### src/rtl/s_mem_scheduler.sv
// Key-schedule/decrypt phase sequencer and single-port S-memory arbiter; 1-cycle registered memory port.
// Optional host/debug port in IDLE/DONE is compiled only with S_MEM_HOST_PORT_EN.
module s_mem_scheduler (
   input  logic       clk,
   input  logic       reset,
   input  logic       start,
   input  logic       start_over,
   output logic       init_start,
   output logic       shuf_start,
   output logic       dec_start,
   input  logic       init_done,
   input  logic       shuf_done,
   input  logic       dec_done,
   input  logic [7:0] init_addr,
   input  logic [7:0] shuf_addr,
   input  logic [7:0] dec_addr,
   input  logic [7:0] init_data,
   input  logic [7:0] shuf_data,
   input  logic [7:0] dec_data,
   input  logic       init_wren,
   input  logic       shuf_wren,
   input  logic       dec_wren,
   input  logic       host_req,
   input  logic [7:0] host_addr,
   input  logic [7:0] host_data,
   input  logic       host_wren,
   output logic       host_gnt,
   output logic [7:0] mem_addr,
   output logic [7:0] mem_data,
   output logic       mem_wren,
   output logic [2:0] phase,
   output logic       busy,
   output logic       all_done
);

   typedef enum logic [2:0] {IDLE = 3'd0, INIT = 3'd1, SHUF = 3'd2, DEC = 3'd3, DONE = 3'd4} state_t;

   state_t     state, nxt;
   logic       pulse, change;
   logic [7:0] sel_addr, sel_data;
   logic       sel_wren;

   // Done levels are still stale from the previous run while the start pulse is out.
   assign pulse = init_start | shuf_start | dec_start;

   always_comb begin
      nxt = state;
      if (start_over) begin
         nxt = INIT;
      end else begin
         case (state)
            IDLE:    if (start) nxt = INIT;
            INIT:    if (!pulse && init_done) nxt = SHUF;
            SHUF:    if (!pulse && shuf_done) nxt = DEC;
            DEC:     if (!pulse && dec_done) nxt = DONE;
            DONE:    if (start) nxt = INIT;
            default: nxt = IDLE;
         endcase
      end
   end

   assign change = start_over || (nxt != state);

   always_comb begin
      sel_addr = init_addr;
      sel_data = init_data;
      sel_wren = init_wren;
      case (state)
         SHUF: begin
            sel_addr = shuf_addr;
            sel_data = shuf_data;
            sel_wren = shuf_wren;
         end
         DEC: begin
            sel_addr = dec_addr;
            sel_data = dec_data;
            sel_wren = dec_wren;
         end
         default: ;
      endcase
   end

`ifndef S_MEM_HOST_PORT_EN
   logic host_unused;
   assign host_unused = ^{host_req, host_addr, host_data, host_wren};
`endif

   always_ff @(posedge clk) begin
      if (reset) begin
         state      <= IDLE;
         init_start <= 1'b0;
         shuf_start <= 1'b0;
         dec_start  <= 1'b0;
         busy       <= 1'b0;
         all_done   <= 1'b0;
         host_gnt   <= 1'b0;
         mem_addr   <= 8'h00;
         mem_data   <= 8'h00;
         mem_wren   <= 1'b0;
      end else begin
         state      <= nxt;
         init_start <= change && (nxt == INIT);
         shuf_start <= change && (nxt == SHUF);
         dec_start  <= change && (nxt == DEC);
         busy       <= (nxt == INIT) || (nxt == SHUF) || (nxt == DEC);
         all_done   <= (nxt == DONE);
         if (state == INIT || state == SHUF || state == DEC) begin
            host_gnt <= 1'b0;
            mem_addr <= sel_addr;
            mem_data <= sel_data;
            mem_wren <= sel_wren && !pulse && !change;
         end else begin
`ifdef S_MEM_HOST_PORT_EN
            // A host access that collides with a sequence start is refused outright.
            if (host_req && !change) begin
               host_gnt <= 1'b1;
               mem_addr <= host_addr;
               mem_data <= host_data;
               mem_wren <= host_wren;
            end else begin
               host_gnt <= 1'b0;
               mem_wren <= 1'b0;
            end
`else
            host_gnt <= 1'b0;
            mem_wren <= 1'b0;
`endif
         end
      end
   end

   assign phase = state;

endmodule

### config.mk
export PLATFORM = sky130hd
export DESIGN_NAME = s_mem_scheduler
export DESIGN_NICKNAME = d
export VERILOG_FILES = /design/src/rtl/s_mem_scheduler.sv
export SDC_FILE = /design/constraint.sdc
export NUM_CORES = 1
export LEC_CHECK = 0
export ABC_AREA = 1
export ABC_CLOCK_PERIOD_IN_PS = 1300
export CAP_MARGIN = 15
export CORE_AREA = 5 5 73 75
export CTS_BUF_LIST = sky130_fd_sc_hd__clkbuf_4 sky130_fd_sc_hd__clkbuf_8 sky130_fd_sc_hd__clkbuf_16
export DETAILED_ROUTE_END_ITERATION = 12
export DIE_AREA = 0 0 78 80
export HOLD_SLACK_MARGIN = 0.08
export PLACE_DENSITY_LB_ADDON = 0.12
export SLEW_MARGIN = 20
export SYNTH_ARGS = -nofsm -noshare
export SYNTH_HDL_FRONTEND = slang
export SYNTH_SLANG_ARGS = --single-unit
### constraint.sdc
create_clock -name clk -period 1.3 [get_ports clk]
set_input_delay 0.325 -clock clk [delete_from_list [all_inputs] [get_ports clk]]
set_output_delay 0.325 -clock clk [all_outputs]
set_load 0.02 [all_outputs]
# ---- After elaboration in Yosys (flattened, before gate mapping)
# Cells that the tools add are included.
dict set report classes {
  muxes 9
  bitwise 3
  reduce_logical 18
  n_eq_ne 9
}
# operator count
set op_table {}
lappend op_table {{8-bit one-hot mux with 2 select lines} 2}
lappend op_table {{3-bit 2-to-1 mux} 5}
lappend op_table {{3-bit by 2-bit equality test with 1-bit output (second input constant)} 4}
lappend op_table {{3-bit one-hot mux with 4 select lines} 1}
lappend op_table {{1-bit logical AND} 8}
lappend op_table {{3-bit by 1-bit equality test with 1-bit output (second input constant)} 2}
lappend op_table {{3-bit equality test (second input constant)} 2}
lappend op_table {{1-bit logical OR} 5}
lappend op_table {{2-bit OR reduction} 2}
lappend op_table {{3-bit zero test} 1}
lappend op_table {{3-bit != test} 1}
lappend op_table {{1-bit zero test} 2}
lappend op_table {{1-bit OR} 2}
lappend op_table {{1-bit one-hot mux with 2 select lines} 1}
lappend op_table {{1-bit inverter} 1}
dict set report totals {
  output_inout_bits 26
  in_bits 76
  register_bits 25
  wordCells 48
}

# ---- Longest topological paths before layout
dict set report depth {
  depth_word 11
  ltp_mapped 11
  depth_no_buf 11
}

# ---- Worst setup path before layout
# No wires, ideal clock.
dict set report synth_path {
  path_type {reg-to-reg}
  start {reg state[2], in the netlist phase[2]}
  end {reg dec_start}
  period_less_slack_ns 1.463
  setup_slack_ns -0.163
  t_arrival_ns 1.349
  path_stages_with_launch 12
  setup_ns 0.114
  required_ns 1.186
  path_buffers 0
  path_cell_list {dfxtp_1 > inv_1 > nand2_1 > nor2_1 > nand2_1 > nand2_1 > inv_1 > nand3_2 > nand2_1 > nand2_1 > nor2_2 > nor2_1}
}
dict set report synth_via {
  elab_chain_cells 7
  word_cells_on_any_way 16
  classes_between {eq/ne (6); mux (6); reduce/logical (4)}
}
# item line_no
set synth_lines {}
lappend synth_lines {{from (decl)} 38} ;# state_t state, nxt;
lappend synth_lines {{from (signal assigned)} 101} ;# state <= nxt;
lappend synth_lines {{3-bit equality test or 3-bit zero test (tied branches)} 51} ;# case (state)
lappend synth_lines {{2-bit OR reduction (no line)} --}
lappend synth_lines {{3-bit one-hot mux with 4 select lines} 51}
lappend synth_lines {{3-bit 2-to-1 mux} 48} ;# if (start_over) begin
lappend synth_lines {{3-bit != test} 62} ;# assign change = start_over || (nxt != state);
lappend synth_lines {{1-bit logical OR} 62}
lappend synth_lines {{1-bit logical AND *} 104} ;# dec_start <= change && (nxt == DEC);
lappend synth_lines {{to (signal assigned)} 104}
lappend synth_lines {{to (decl)} 10} ;# output logic dec_start,
# Mark *: on every way between the ends. The rest lies on a longest branch, timed or not.
# A chain may end at the register's enable or synchronous reset.

# ---- Final worst setup path
dict set report layout_path {
  start {reg state[1], in the netlist phase[1]}
  end {reg shuf_start}
}
dict set report layout_via {
  elab_chain_cells 7
  word_cells_on_any_way 16
  classes_between {eq/ne (6); mux (6); reduce/logical (4)}
}
# item line_no
set layout_lines {}
lappend layout_lines {{3-bit equality test or 3-bit zero test (tied branches)} 51}
lappend layout_lines {{2-bit OR reduction (no line)} --}
lappend layout_lines {{3-bit one-hot mux with 4 select lines} 51}
lappend layout_lines {{3-bit 2-to-1 mux} 48}
lappend layout_lines {{3-bit != test} 62}
lappend layout_lines {{1-bit logical OR} 62}
lappend layout_lines {{1-bit logical AND *} 103} ;# shuf_start <= change && (nxt == SHUF);
lappend layout_lines {{to (signal assigned)} 103}
lappend layout_lines {{to (decl)} 9} ;# output logic shuf_start,
# Marked as above.

==> summary.md <==
| Metric | Value |
|---|---|
| Area grow syn2layout | 92.4% |
| Routed WL | 4720 µm |
| Antenna viol nets, final | 0 |
| Critical Path End Type | register |
| Vias | 1585 |
| Crit. Startpoint | phase[1] |
| Setup Skew | 0.00265 ns |
| VDD IR-drop max | 0.405 mV |
| Power, Total | 2090 µW |
| Pre-Repair DR Iteration Count | 4 |
| Endpoints failing setup | 5 |
| PortBufs | 82 |
| Hold wc startpoint | mem_addr[2] |
| Syn. warnings | 0 |
| Register area share after synthesis | 38.1% |
| Nets | 358 |
| Final Hold Fails | 0 |
| CTS sink cnt | 25 |
| Top Ports | 102 |
| Post-synthesis cell type count | 23 |
| Synth Cell Area | 1310 µm² |
| Antenna Cells | 0 |
| PwrDens | 825 nW/µm² |
| Worst Setup Slack, final | -0.0456 ns |
| Die Height | 80 µm |
| CP arrival | 1.52 ns |
| Post-layout util | 55.0% |
| Largest net degree at the start of global routing | 20 |
| RSZ-0062 raised after global routing | yes |
| H-tree level count | 1 |
| Routed len/inst | 14.1 µm |
| Initial antenna violation count | 0 |
| Number of global-route vias before repair | 1525 |
| Run status | finished, violations left |
| Worst endpoint required time | 1.47 ns |
| Synthesized flop and latch total | 25 |
| Fin crit period | 1.35 ns |
| Die X | 78 µm |
| Clk root buf | clkbuf_8 |
| Syn Nets | 254 |
| DRC viols | 0 |
| Clk_lat worst skew | 0.27 ns |
| DP Worst Slack | -0.394 ns |
| Worst hold slack | 0.542 ns |
| Grt ovf | 0 |
| Number of fill cells | 436 |
| Mean number of vias per cell | 4.73 |
| Placed Cells | 327 |
| Gate Count Post-Synth | 178 |
| Worst setup SP type | register |
| Rows | 25 |
| Share of cells above drive strength 1 | 31.0% |
| Worst-path fanout max | 6 |
| Iter 0 DRT Violations | 44 |
| Hold Crit Class | reg -> reg |
| Synthesized area per cell | 7.38 µm² |
| RePlAce Congestion | 0.858 |
| Critical setup path kind | reg -> reg |
| CTS tree | yes |
| Clock transition at path regs | 0.09 ns |
| Final Cycle Share | 104% |
| First-pass GRT wire length | 7290 µm |
| Final Max Tran Viols | 0 |
| GRT Total Usage | 14.5% |
| Total CTS buffers | 3 |
| Clk buf depth | 2 |
| Max Cap Violations | 0 |
| Die area | 6240 µm² |
| DP Wirelength | 3590 µm |
| Maximum clock rate | 743 MHz |
| RR Startpoint | phase[1] |
| Starting Density | 28.6% |
| Non-filler cells, final | 335 |
| Failing checks | setup timing |
| LEAKAGE | 0.00115 µW |
| Core area | 4600 µm² |
[through the flow]
| stage | cell area (µm²) | TNS [ns] |
|---|---|---|
| after CTS | 2430 | -0.135 |
| after global placement | 2360 | -4.67 |
| after floorplan | 1320 | 0 |
| after detailed placement | 2360 | -4.57 |
| final | 2530 | -0.209 |
| after global routing | 2530 | -1.73 |
[power breakdown]
group / internal (µW) / switching, µW
Sequential: 824 / 39.2
Clock: 214 / 258
Combinational: 386 / 364
Total: 1430 / 661
[placed cells by master (no fill, tap or decap), drive strengths merged]
| cell | count |
|---|---|
| a31oi | 1 |
| a221oi | 15 |
| clkdlybuf4s15 | 10 |
| buf | 25 |
| nor2 | 20 |
| conb | 1 |
| a22oi | 1 |
| clkbuf | 11 |
| a21oi | 18 |
| nand2 | 40 |
| clkdlybuf4s50 | 55 |
| o211ai | 1 |
| dlygate4sd2 | 9 |
| inv | 18 |
| clkinv | 1 |
| nand3 | 9 |
| nand4 | 3 |
| dfxtp | 25 |
| nor3 | 2 |
| o21ai | 16 |
[cell usage after synthesis]
library cell / count / share of area, %
inv_1: 14 / 4.0
conb_1: 1 / 0.29
nand2_2: 6 / 2.9
nor2_1: 14 / 4.0
a22oi_1: 1 / 0.57
clkbuf_1: 1 / 0.29
o211ai_2: 1 / 0.95
nand2_1: 34 / 9.7
buf_2: 2 / 0.76
dfxtp_1: 25 / 38
nand4_1: 3 / 1.4
nor3_1: 2 / 0.76
buf_4: 4 / 2.3
nand3_1: 6 / 2.3
inv_2: 4 / 1.1
o21ai_0: 16 / 6.1
a31oi_1: 1 / 0.48
nand3_2: 3 / 2.3
a21oi_1: 18 / 6.9
buf_6: 1 / 0.86
nor2_2: 3 / 1.4
a221oi_1: 15 / 10
nor2_4: 3 / 2.6
[flip-flops by register name, indices dropped and copies added, names as in the netlist]
name,flops
all_done,1
busy,1
dec_start,1
init_start,1
mem_addr,8
mem_data,8
mem_wren,1
phase,3
shuf_start,1
[cell families after synthesis]
logic type	synth area share, %
and+or+nand+nor	27.3
AOI/OAI and AO/OA	25.0
buffers and inverters	9.33
DFF	38.1
other	0.285
[path summary, 6_finish.rpt]
kind,end,slack (ns),cells after the start
max,shuf_start,-0.05,10
min,mem_addr[2],0.54,2
max reg2reg,shuf_start,-0.05,10
min reg2reg,mem_addr[2],0.54,2
[layout make-up]
type | instances | area (µm²) | area share, %
Clock buffer | 3 | 41.3 | 1.63
Sequential cell | 25 | 519 | 20.5
Multi-Input combinational cell | 127 | 797 | 31.5
Clock inverter | 1 | 5.00 | 0.198
Tap cell | 54 | 67.6 | 2.67
Timing Repair Buffer | 107 | 1020 | 40.4
Inverter | 18 | 75.1 | 2.97
[worst max-delay path: stages, from the launching register on]
cell and delay, ns:
dfxtp_4 0.38, inv_4 0.09, nor2_4 0.04, nand2_2 0.09
nor2_2 0.06, nor2_2 0.16, nand3_4 0.13, nand2_2 0.08
nand2_1 0.05, nor2_2 0.12, nor2_1 0.05
[layer usage]
layer / GRT usage, % / vias to the layer above / wire (µm)
li1: - / 819 / -
met1: 18.5 / 711 / 2090
met2: 23.5 / 49 / 2180
met3: 5.08 / 6 / 390
met4: 3.38 / 0 / 55
met5: 0 / - / 0
[repair_timing]
item                                    in CTS  in global routing
hold buffers                                 0                  0
buffers inserted                             3                  1
pin swaps                                    3                  3
cloned                                       0                  0
endpoints found under the setup margin      46                 40
gates resized for setup                     43                 49
hold endpoints to repair                     0                  0
(Power assumes the default switching activity.)
